[src/rtl/lebug_pkg.sv]
// Shared definitions for the chained input buffer.
//   - Default geometry and CONFIG_ID used as parameter defaults.
//   - entry_t: the record stored per queue slot (vector, EOF tag, chain tag)
//     at the default geometry.
//   - clamp_chains(): maps a raw configData byte onto [1, max_chains].
package lebug_pkg;

  localparam int          DEF_N          = 8;
  localparam int          DEF_DATA_WIDTH = 32;
  localparam int          DEF_IB_DEPTH   = 4;
  localparam int          DEF_MAX_CHAINS = 4;
  localparam logic [7:0]  DEF_CONFIG_ID  = 8'd1;

  typedef struct packed {
    logic [DEF_N*DEF_DATA_WIDTH-1:0]   vector;
    logic                              eof;
    logic [$clog2(DEF_MAX_CHAINS)-1:0] chain_id;
  } entry_t;

  function automatic int clamp_chains(input logic [7:0] raw, input int max_chains);
    if (raw == 8'd0) return 1;
    if (int'(raw) > max_chains) return max_chains;
    return int'(raw);
  endfunction

endpackage

[src/rtl/chained_input_buffer_if.sv]
// Bus bundle for chained_input_buffer.
//   master: the producer/consumer side (drives enqueue, data, config, dequeue_in)
//   slave : the buffer itself (drives valid/eof/vector/chainId/full/overflow/occupancy)
interface chained_input_buffer_if
  import lebug_pkg::*;
#(
  parameter int N          = DEF_N,
  parameter int DATA_WIDTH = DEF_DATA_WIDTH,
  parameter int IB_DEPTH   = DEF_IB_DEPTH,
  parameter int MAX_CHAINS = DEF_MAX_CHAINS
);
  logic                            enqueue;
  logic                            eof_in;
  logic                            tracing;
  logic [7:0]                      configId;
  logic [7:0]                      configData;
  logic [N*DATA_WIDTH-1:0]         vector_in;
  logic                            dequeue_in;
  logic                            valid_out;
  logic                            eof_out;
  logic [N*DATA_WIDTH-1:0]         vector_out;
  logic [$clog2(MAX_CHAINS)-1:0]   chainId_out;
  logic                            full_out;
  logic                            overflow_out;
  logic [$clog2(IB_DEPTH):0]       occupancy_out;

  modport master (
    output enqueue, eof_in, tracing, configId, configData, vector_in, dequeue_in,
    input  valid_out, eof_out, vector_out, chainId_out, full_out, overflow_out, occupancy_out
  );

  modport slave (
    input  enqueue, eof_in, tracing, configId, configData, vector_in, dequeue_in,
    output valid_out, eof_out, vector_out, chainId_out, full_out, overflow_out, occupancy_out
  );
endinterface

[src/rtl/ram_dual_port.sv]
// Simple dual-port RAM: port A writes, port B reads with one cycle latency.
// The read register holds its value while b_re is low, which lets the
// caller park a fetched entry until the output stage can take it.
//   clk            : clock
//   a_we/a_addr/a_wdata : write port
//   b_re/b_addr    : read request
//   b_rdata        : registered read data (valid the cycle after b_re)
module ram_dual_port #(
  parameter int WIDTH = 8,
  parameter int DEPTH = 4
) (
  input  logic                     clk,
  input  logic                     a_we,
  input  logic [$clog2(DEPTH)-1:0] a_addr,
  input  logic [WIDTH-1:0]         a_wdata,
  input  logic                     b_re,
  input  logic [$clog2(DEPTH)-1:0] b_addr,
  output logic [WIDTH-1:0]         b_rdata
);
  logic [WIDTH-1:0] mem_q [DEPTH];
  logic [WIDTH-1:0] rdata_q;

  always_ff @(posedge clk) begin
    if (a_we) mem_q[a_addr] <= a_wdata;
    if (b_re) rdata_q <= mem_q[b_addr];
  end

  assign b_rdata = rdata_q;
endmodule

[src/rtl/chained_input_buffer.sv]
// Chained input buffer: a show-ahead queue of N-lane vectors, each tagged
// with its EOF bit and the chain it belongs to. The chain counter advances
// on every accepted EOF and wraps at a run-time programmable num_chains.
//   clk, reset : clock, synchronous active-high reset
//   bus        : chained_input_buffer_if.slave (write side, config, head
//                of queue, full/overflow/occupancy status)
// Datapath: RAM (write at edge T) -> RAM read register -> output register,
// so a write into an empty queue shows on valid_out after edge T+2.
module chained_input_buffer
  import lebug_pkg::*;
#(
  parameter int          N          = DEF_N,
  parameter int          DATA_WIDTH = DEF_DATA_WIDTH,
  parameter int          IB_DEPTH   = DEF_IB_DEPTH,
  parameter int          MAX_CHAINS = DEF_MAX_CHAINS,
  parameter logic [7:0]  CONFIG_ID  = DEF_CONFIG_ID
) (
  input logic                   clk,
  input logic                   reset,
  chained_input_buffer_if.slave bus
);
  localparam int VW = N * DATA_WIDTH;
  localparam int CW = $clog2(MAX_CHAINS);
  localparam int AW = $clog2(IB_DEPTH);
  localparam int OW = AW + 1;
  localparam int EW = VW + 1 + CW;

  // Same layout as lebug_pkg::entry_t, sized by this instance's parameters.
  typedef struct packed {
    logic [VW-1:0] vector;
    logic          eof;
    logic [CW-1:0] chain_id;
  } rec_t;

  logic [AW-1:0] wr_ptr_q, wr_ptr_d, rd_ptr_q, rd_ptr_d;
  logic [OW-1:0] ram_cnt_q, ram_cnt_d, occ_q, occ_d;
  logic          ram_vld_q, ram_vld_d;
  logic          out_vld_q, out_vld_d;
  logic          out_eof_q, out_eof_d;
  logic [CW-1:0] out_chain_q, out_chain_d;
  logic [VW-1:0] out_vec_q, out_vec_d;
  logic          ovf_q, ovf_d;
  logic [CW-1:0] chain_q, chain_d;
  logic [CW:0]   nchain_q, nchain_d;

  logic          full, wr_try, wr_acc, deq, out_load, rd_en;
  logic [CW:0]   chain_inc;
  rec_t          wr_rec, ram_rec;
  logic [EW-1:0] ram_rdata;

  // Full is judged on the registered occupancy, so a dequeue in the same
  // cycle does not open room for a write.
  assign full   = (occ_q == OW'(IB_DEPTH));
  assign wr_try = bus.enqueue & bus.tracing;
  assign wr_acc = wr_try & ~full;
  assign deq    = out_vld_q & bus.dequeue_in;
  // Move the fetched entry forward whenever the output register is free or
  // being emptied; refetch whenever the read register is free or moving.
  assign out_load = ram_vld_q & (~out_vld_q | deq);
  assign rd_en    = (ram_cnt_q != '0) & (~ram_vld_q | out_load);

  assign wr_rec    = '{vector: bus.vector_in, eof: bus.eof_in, chain_id: chain_q};
  assign ram_rec   = ram_rdata;
  assign chain_inc = {1'b0, chain_q} + (CW+1)'(1);

  ram_dual_port #(.WIDTH(EW), .DEPTH(IB_DEPTH)) u_ram (
    .clk     (clk),
    .a_we    (wr_acc),
    .a_addr  (wr_ptr_q),
    .a_wdata (wr_rec),
    .b_re    (rd_en),
    .b_addr  (rd_ptr_q),
    .b_rdata (ram_rdata)
  );

  always_comb begin
    wr_ptr_d    = wr_ptr_q;
    rd_ptr_d    = rd_ptr_q;
    ram_cnt_d   = ram_cnt_q + OW'(wr_acc) - OW'(rd_en);
    occ_d       = occ_q + OW'(wr_acc) - OW'(deq);
    ram_vld_d   = ram_vld_q;
    out_vld_d   = out_vld_q;
    out_eof_d   = out_eof_q;
    out_chain_d = out_chain_q;
    out_vec_d   = out_vec_q;
    ovf_d       = ovf_q | (wr_try & full);
    chain_d     = chain_q;
    nchain_d    = nchain_q;

    if (wr_acc) wr_ptr_d = wr_ptr_q + AW'(1);
    if (rd_en)  rd_ptr_d = rd_ptr_q + AW'(1);

    if (rd_en)         ram_vld_d = 1'b1;
    else if (out_load) ram_vld_d = 1'b0;

    if (out_load) begin
      out_vld_d   = 1'b1;
      out_eof_d   = ram_rec.eof;
      out_chain_d = ram_rec.chain_id;
      out_vec_d   = ram_rec.vector;
    end else if (deq) begin
      out_vld_d   = 1'b0;
    end

    if (wr_acc && bus.eof_in)
      chain_d = (chain_inc >= nchain_q) ? '0 : chain_inc[CW-1:0];

    // Config wins over the increment; the write above already captured
    // the pre-update counter in wr_rec.
    if (bus.configId == CONFIG_ID) begin
      nchain_d = (CW+1)'(clamp_chains(bus.configData, MAX_CHAINS));
      chain_d  = '0;
    end
  end

  always_ff @(posedge clk) begin
    if (reset) begin
      wr_ptr_q    <= '0;
      rd_ptr_q    <= '0;
      ram_cnt_q   <= '0;
      occ_q       <= '0;
      ram_vld_q   <= 1'b0;
      out_vld_q   <= 1'b0;
      out_eof_q   <= 1'b0;
      out_chain_q <= '0;
      ovf_q       <= 1'b0;
      chain_q     <= '0;
      nchain_q    <= (CW+1)'(MAX_CHAINS);
    end else begin
      wr_ptr_q    <= wr_ptr_d;
      rd_ptr_q    <= rd_ptr_d;
      ram_cnt_q   <= ram_cnt_d;
      occ_q       <= occ_d;
      ram_vld_q   <= ram_vld_d;
      out_vld_q   <= out_vld_d;
      out_eof_q   <= out_eof_d;
      out_chain_q <= out_chain_d;
      ovf_q       <= ovf_d;
      chain_q     <= chain_d;
      nchain_q    <= nchain_d;
    end
  end

  // Head vector payload is don't-care while invalid, so it is not reset.
  always_ff @(posedge clk) begin
    out_vec_q <= out_vec_d;
  end

  assign bus.valid_out     = out_vld_q;
  assign bus.eof_out       = out_eof_q;
  assign bus.vector_out    = out_vec_q;
  assign bus.chainId_out   = out_chain_q;
  assign bus.full_out      = full;
  assign bus.overflow_out  = ovf_q;
  assign bus.occupancy_out = occ_q;
endmodule

[src/flat_wrapper.sv]
// flat-port wrapper written by rule: the top's interface ports become plain ports
module chained_input_buffer_flat import lebug_pkg::*;
#(
  parameter int          N          = DEF_N,
  parameter int          DATA_WIDTH = DEF_DATA_WIDTH,
  parameter int          IB_DEPTH   = DEF_IB_DEPTH,
  parameter int          MAX_CHAINS = DEF_MAX_CHAINS,
  parameter logic [7:0]  CONFIG_ID  = DEF_CONFIG_ID
)
  (clk, reset, bus_enqueue, bus_eof_in, bus_tracing, bus_configId, bus_configData, bus_vector_in, bus_dequeue_in, bus_valid_out, bus_eof_out, bus_vector_out, bus_chainId_out, bus_full_out, bus_overflow_out, bus_occupancy_out);
  chained_input_buffer_if #(.N(N), .DATA_WIDTH(DATA_WIDTH), .IB_DEPTH(IB_DEPTH), .MAX_CHAINS(MAX_CHAINS)) bus_i ();
  input logic clk;
  input logic reset;
  input wire logic [$bits(bus_i.enqueue)-1:0] bus_enqueue;
  input wire logic [$bits(bus_i.eof_in)-1:0] bus_eof_in;
  input wire logic [$bits(bus_i.tracing)-1:0] bus_tracing;
  input wire logic [$bits(bus_i.configId)-1:0] bus_configId;
  input wire logic [$bits(bus_i.configData)-1:0] bus_configData;
  input wire logic [$bits(bus_i.vector_in)-1:0] bus_vector_in;
  input wire logic [$bits(bus_i.dequeue_in)-1:0] bus_dequeue_in;
  output wire logic [$bits(bus_i.valid_out)-1:0] bus_valid_out;
  output wire logic [$bits(bus_i.eof_out)-1:0] bus_eof_out;
  output wire logic [$bits(bus_i.vector_out)-1:0] bus_vector_out;
  output wire logic [$bits(bus_i.chainId_out)-1:0] bus_chainId_out;
  output wire logic [$bits(bus_i.full_out)-1:0] bus_full_out;
  output wire logic [$bits(bus_i.overflow_out)-1:0] bus_overflow_out;
  output wire logic [$bits(bus_i.occupancy_out)-1:0] bus_occupancy_out;
  assign bus_i.enqueue = bus_enqueue;
  assign bus_i.eof_in = bus_eof_in;
  assign bus_i.tracing = bus_tracing;
  assign bus_i.configId = bus_configId;
  assign bus_i.configData = bus_configData;
  assign bus_i.vector_in = bus_vector_in;
  assign bus_i.dequeue_in = bus_dequeue_in;
  assign bus_valid_out = bus_i.valid_out;
  assign bus_eof_out = bus_i.eof_out;
  assign bus_vector_out = bus_i.vector_out;
  assign bus_chainId_out = bus_i.chainId_out;
  assign bus_full_out = bus_i.full_out;
  assign bus_overflow_out = bus_i.overflow_out;
  assign bus_occupancy_out = bus_i.occupancy_out;
  chained_input_buffer #(.N(N), .DATA_WIDTH(DATA_WIDTH), .IB_DEPTH(IB_DEPTH), .MAX_CHAINS(MAX_CHAINS), .CONFIG_ID(CONFIG_ID)) u_core (.clk(clk), .reset(reset), .bus(bus_i));
endmodule
[config.mk]
export PLATFORM = sky130hd
export DESIGN_NAME = chained_input_buffer_flat
export DESIGN_NICKNAME = d
export VERILOG_FILES = /design/src/rtl/lebug_pkg.sv /design/src/rtl/chained_input_buffer_if.sv /design/src/rtl/ram_dual_port.sv /design/src/rtl/chained_input_buffer.sv /design/src/flat_wrapper.sv
export SDC_FILE = /design/constraint.sdc
export NUM_CORES = 1
export LEC_CHECK = 0
export CAP_MARGIN = 20
export CORE_MARGIN = 1
export CORE_UTILIZATION = 45
export DETAILED_ROUTE_END_ITERATION = 7
export MAX_ROUTING_LAYER = met4
export PLACE_DENSITY_LB_ADDON = 0.08
export SYNTH_ARGS = -nofsm -noshare
export SYNTH_HDL_FRONTEND = slang
export SYNTH_HIERARCHICAL = 1
export SYNTH_SLANG_ARGS = --single-unit
[constraint.sdc]
create_clock -name clk -period 38.1 [get_ports clk]
set_input_delay 9.525 -clock clk [delete_from_list [all_inputs] [get_ports clk]]
set_output_delay 9.525 -clock clk [all_outputs]
set_load 0.02 [all_outputs]
==> results of run 1 <==
-- per-stage QoR --
step,utilization,total power [mW],instances,instance area [um^2],hold slack (ps)
4_1_cts,0.559,4.94,4381,66200,415
2_1_floorplan,-,3.13,1977,53900,400
3_5_place_dp,0.517,3.44,4086,61200,405
6_report,0.560,4.87,4408,66300,402
5_1_grt,0.560,5.06,4406,66300,419
3_3_place_gp,0.517,3.42,4086,61200,401
-- power groups by stage --
stage               Sequential [mW]  Clock [mW]  Combinational (mW)
floorplan                      2.68           0               0.443
detailed placement             2.53           0               0.906
global route                   2.52        1.60               0.944
CTS                            2.50        1.53               0.909
finish                         2.49        1.49               0.883
global placement               2.52           0               0.899
-- final cells by class --
class / count / area [um^2]
clock buffers: 200 / 4220
clock inverters: 95 / 813
diodes: 25 / 62.6
repair buffers: 572 / 5730
flip-flops and latches: 1572 / 47000
well taps: 1600 / 2000
inverters: 12 / 52.6
multi-input cells: 332 / 6420
fillers: 8687 / 52100
-- state kept, by name, indices dropped and copies added, names as in the netlist --
register / cells
u_core/ram_cnt_q: 3
u_core/ram_vld_q: 1
u_core/chain_q: 2
u_core/u_ram/b_rdata: 259
u_core/bus.occupancy_out: 3
u_core/bus.vector_out: 256
u_core/bus.chainId_out: 2
u_core/u_ram/mem_q: 1036
u_core/nchain_q: 3
u_core/wr_ptr_q: 2
u_core/bus.valid_out: 1
u_core/bus.eof_out: 1
u_core/bus.overflow_out: 1
u_core/rd_ptr_q: 2
-- worst paths after layout --
kind                                                              from                                    to  slack [ps]  cells after the start
worst min-delay path                u_core/u_ram/b_rdata[26]$_DFFE_PP_   u_core/bus.vector_out[23]$_DFFE_PP_         400                      0
worst max register to register  u_core/bus.occupancy_out[1]$_SDFF_PP0_  u_core/u_ram/mem_q[2][231]$_DFFE_PP_       33480                      7
worst min register to register      u_core/u_ram/b_rdata[26]$_DFFE_PP_   u_core/bus.vector_out[23]$_DFFE_PP_         400                      0
worst max-delay path                                       bus_tracing  u_core/u_ram/mem_q[2][231]$_DFFE_PP_       24800                      7
-- placed cells by master, fill, tap and decap left out, types with 2 or more instances in the layout --
| master | count |
|---|---|
| buf_12 | 5 |
| mux2i_1 | 3 |
| clkinv_1 | 34 |
| xnor2_1 | 8 |
| diode_2 | 25 |
| edfxtp_1 | 1551 |
| clkdlybuf4s50_1 | 542 |
| nor2_1 | 16 |
| dfxtp_4 | 2 |
| bufinv_16 | 11 |
| inv_6 | 8 |
| nor4_1 | 2 |
| clkinv_8 | 4 |
| dfxtp_1 | 19 |
| nor3_1 | 3 |
| clkinv_2 | 32 |
| o2bb2ai_1 | 2 |
| buf_4 | 24 |
| clkbuf_16 | 163 |
| a21oi_1 | 2 |
| clkinv_4 | 2 |
| mux4_2 | 259 |
| nor2b_1 | 5 |
| ha_1 | 8 |
| and3b_4 | 2 |
| inv_1 | 11 |
| clkbuf_1 | 37 |
| clkinvlp_4 | 3 |
| fa_1 | 2 |
-- per-layer routing --
layer / global-route usage / up-vias / wire, um
li1: - / 9862 / -
met1: 0.235 / 11854 / 44000
met2: 0.299 / 718 / 55200
met3: 0.0458 / 158 / 7020
met4: 0.0597 / 0 / 2510
met5: - / - / 0
-- worst max-delay path, cell delays in order --
cell and delay, ps:
clkdlybuf4s50_1 530, and3_1 330, and3b_4 570, buf_12 310, buf_4 600, buf_4 760, buf_4 770
-- cell families (layout without fill, tap and decap cells) --
kind of cell | after synthesis | after routing
AO/OA/AOI/OAI | 10 | 10
XOR/XNOR | 8 | 8
adder cells (fa/ha/maj) | 10 | 10
buffers and inverters | 73 | 879
flip-flops | 1572 | 1572
multiplexers | 262 | 262
other | 0 | 25
AND/OR/NAND/NOR | 42 | 42
==> flow_metrics.tcl, run 1 <==
set metrics [dict create \
    fmax_mhz 75.2 \
    grt.overflow.total 0 \
    setup_violations 0 \
    syn_avg_cell_area_um2 27.3 \
    antenna_found_initial 25 \
    drive_gt1_frac 0.188 \
    grt_setup_unrepaired "no" \
    die_area_um2 121000 \
    vias 22592 \
    ctsHoldBuffers 0 \
    die_height_um 348 \
    ioPinCount 543 \
    status "finished clean" \
    yosys.cell_types.count 34 \
    cts_tree "done" \
    synth_top_cell_by_area "edfxtp_1" \
    syn-num-nets 2265 \
    synth_top_family_by_area "multiplexers" \
    firstDrtPassIters 5 \
    clockBufferDepth 3 \
    io_buffers 542 \
    dp_slack_ps 23720 \
    combPwrFrac 0.181 \
    die_w_um 348 \
    drt_iter0_drc 1566 \
    grt_pass1_vias 23970 \
    fin_ws_ps 24800 \
    fin_crit_ps 13300 \
    start_util 0.455 \
    clkTransAtPathRegs_ps 60 \
    period_share 0.349 \
    drt-total-wl_um 109000 \
    synth_ff_type "edfxtp_1" \
    remaining_drc_errors 0 \
    synth_compound_area_frac 0.00132 \
    synthMuxAreaShare 0.109 \
    syn_area_um2 53900 \
    skew_ps 31.5 \
    synth_area_leaders "edfxtp_1 (86%), mux4_2 (11%), dfxtp_1 (0.78%)" \
    max-slew-margin-rel 0.234 \
    cp-end-kind "register" \
    hp-class "reg -> reg" \
    cp.arrival_ps 13660 \
    htreeDepth 4 \
    post_cts_buffers 0 \
    via_per_inst 5.13 \
    synthXorXnorAreaFrac 0.00130 \
    synth_edf_count 1551 \
    cts_resized 0 \
    seqPwrFrac 0.511 \
    clock_sinks 1572 \
    layout.nets 2938 \
    syn2layout_area_growth_pct 23.0 \
    synth.yosys.seq_area_share 0.872 \
    root_buffer "clkbuf_16" \
    ir_worst_vdd_mv 0.0798 \
    synth_seq_cells 1572 \
    synthSimpleGateAreaFrac 0.00450 \
    grt_max_degree 159 \
    core_area_um2 118000 \
    report.final.slew_viol_count 0 \
    place_congestion 0.765 \
    placementRows 126 \
    synth_top_area_share 0.864 \
    p_leak_nw 21.0 \
    path_class "in -> reg" \
    cap_violations 0 \
    tightest_slew_ps 1150 \
    p_per_area_nw_per_um2 73.4 \
    clk_latency_ps 750 \
    async_reset_ff_frac 0 \
    synthTopCellsByCount "edfxtp_1 (1,551), mux4_2 (259), buf_2 (27)" \
    startpoint_type "primary input" \
    clockPowerShare 0.307 \
    p_sw_mw 1.25 \
    wl_per_cell_um 24.7 \
    ys_warn_count 6 \
    switching_share 0.257 \
    postRouteAntennaNets 0 \
    grt_pass1_wl_um 158000 \
    finalHoldViolations 0 \
    crit_fanout 52 \
    post-dp-hpwl_um 63900 \
    cts_buffers 160 \
    synthAdderAreaFrac 0.00260 \
    tns_ps 0 \
    internal_power_mw 3.62 \
    netlist_instances 1977 \
    yosysMostFrequentCell "edfxtp_1" \
    grt_usage 0.186 \
    cp_data_required_time_ps 38460 \
]
Power figures use the tool's default switching activity.
==> inputs of run 2 (changes only) <==
Clock period 38.1 ns to 11.5 ns, I/O delays scaled along.
==> run 2 against run 1 <==
Setup slack lost 19000 ps. Non-clock buffer count decreased by 4. First-iteration DRC count is 2.1% lower. Flip-flop and latch count unchanged. Clock skew fell by 13 ps. Clock power rose to 3.3 times the previous value. Global-route usage down 0.31 points. Core utilization about the same. Critical path type unchanged.
==> flow_metrics.tcl, run 2 (same netlist as run 1, synthesis figures left out) <==
set metrics [dict create \
    min_to "u_core/bus.vector_out[111]$_DFFE_PP_" \
    period_share 0.476 \
    syn2layout_area_growth_pct 23.1 \
    hp-class "reg -> reg" \
    path_cells "clkdlybuf4s50_1 -> and3_1 -> nor3b_4 -> buf_4 -> buf_4" \
    cts_tree "done" \
    seqCellArea_um2 47000 \
    stdcell_area_um2 66300 \
    via_per_inst 5.10 \
    drive_gt1_frac 0.185 \
    max-slew-margin-rel 0.0867 \
    htreeDepth 4 \
    reg2reg_depth 5 \
    tightest_slew_ps 1370 \
    drt-total-wl_um 107000 \
    postRouteAntennaNets 0 \
    io_buffers 542 \
    clock_sinks 1572 \
    die_area_um2 121000 \
    antenna_found_initial 24 \
    grt_max_degree 139 \
    grt_usage 0.183 \
    cp_common_cell "buf_4" \
    ioPinCount 543 \
    ir_worst_vdd_mv 0.184 \
    fill_cells 8691 \
    setup_violations 0 \
    rr_endpoint "u_core/u_ram/mem_q[0][114]$_DFFE_PP_" \
    worst_hold_startpoint "u_core/u_ram/b_rdata[114]$_DFFE_PP_" \
    cp_data_required_time_ps 11850 \
    tns_ps 0 \
    root_buffer "clkbuf_16" \
    placed_area_um2 61200 \
    clk_latency_ps 740 \
    report.final.slew_viol_count 0 \
    slowest_delay_ps 910 \
    cp-end-kind "register" \
    fin_crit_ps 5470 \
    ctsHoldBuffers 0 \
    grt_pass1_vias 23812 \
    clkTransAtPathRegs_ps 60 \
    instances_no_fill 4389 \
    vias 22372 \
    drt_iter0_drc 1533 \
    path_class "in -> reg" \
    post-dp-hpwl_um 60200 \
    fmax_mhz 183 \
    largest_reg_flops 1036 \
    finalHoldViolations 0 \
    r2r_slack_ps 8050 \
    die_height_um 348 \
    dp_cells 4082 \
    multi_input_area_um2 6420 \
    p_leak_nw 21.0 \
    cp-startpoint "bus_tracing" \
    firstDrtPassIters 5 \
    regMostFlops "u_core/u_ram/mem_q" \
    grt_setup_unrepaired "no" \
    final_common_cell "edfxtp_1" \
    start_util 0.455 \
    post_cts_buffers 0 \
    skew_ps 18.3 \
    cp.arrival_ps 5820 \
    startpoint_type "primary input" \
    die_w_um 348 \
    crit_slowest_cell "buf_4" \
    p_per_area_nw_per_um2 243 \
    timing.rr.start "u_core/bus.occupancy_out[1]$_SDFF_PP0_" \
    wl_per_cell_um 24.3 \
    cap_violations 0 \
    cts_resized 0 \
    core_area_um2 118000 \
    status "finished clean" \
    placementRows 126 \
    grt_pass1_wl_um 156000 \
    remaining_drc_errors 0 \
    crit_fanout 65 \
    clockBufferDepth 3 \
    layout.nets 2935 \
    cts_buffers 161 \
    holdPathStages 0 \
    grt.overflow.total 0 \
    place_congestion 0.746 \
    final_cell_mix "edfxtp_1 (1,551), clkdlybuf4s50_1 (542), mux4_2 (259)" \
]
## run 2: cell types whose count changed in the layout (fill, tap and decap cells not counted), moves of 2 or more
cell and change:
buf_12 +3, buf_4 -8, bufinv_16 +3, clkbuf_1 -2, clkbuf_8 +2, clkinv_1 -2
clkinv_2 -9, clkinv_8 -2, clkinvlp_4 -2, diode_2 -3
## run 2: stage by stage
stage                     hold slack, ps  total power, mW  setup slack [ps]  utilization
after floorplan                      400             10.1              1350            -
after global placement               401             11.3              5250        0.517
after detailed placement             405             11.4              5230        0.517
after CTS                            407             16.4              6060        0.559
after global routing                 414             16.8              5890        0.560
final                                407             16.1              6030        0.560
## run 2: worst max path at each step
stage,to,slack (ps)
5_1_grt,u_core/u_ram/mem_q[0][114]$_DFFE_PP_,5890
4_1_cts,u_core/u_ram/mem_q[3][156]$_DFFE_PP_,6060
6_report,u_core/u_ram/mem_q[0][114]$_DFFE_PP_,6030
3_3_place_gp,u_core/u_ram/mem_q[0][154]$_DFFE_PP_,5250
2_1_floorplan,u_core/u_ram/mem_q[0][0]$_DFFE_PP_,1350
3_5_place_dp,u_core/u_ram/mem_q[0][58]$_DFFE_PP_,5230
## run 2: per-layer routing
| metal | global-route usage | vias up | share of wire | wire, um |
|---|---|---|---|---|
| met5 | - | - | 0 | 0 |
| met4 | 0.0605 | 0 | 0.024 | 2560 |
| met3 | 0.0442 | 152 | 0.057 | 6120 |
| met2 | 0.300 | 600 | 0.51 | 55000 |
| met1 | 0.226 | 11796 | 0.40 | 43200 |
| li1 | - | 9824 | - | - |
## run 2: cell type report
type / instances / area share
timing repair buffer: 568 / 0.0868
antenna: 22 / 0.000830
clock inverter: 83 / 0.0123
tap: 1600 / 0.0302
sequential: 1572 / 0.708
inverter: 12 / 0.000792
multi-input combinational: 332 / 0.0968
clock buffer: 200 / 0.0639
## run 2: report_power, final
group / internal, mW / switching, mW
Sequential: 7.80 / 0.388
Combinational: 1.33 / 1.64
Clock: 2.93 / 2.06
## run 2: worst max-delay path, delay by kind of cell
kind | cells | cell delay, ps
AND/OR/NAND/NOR | 2 | 570
buffers and inverters | 3 | 2200
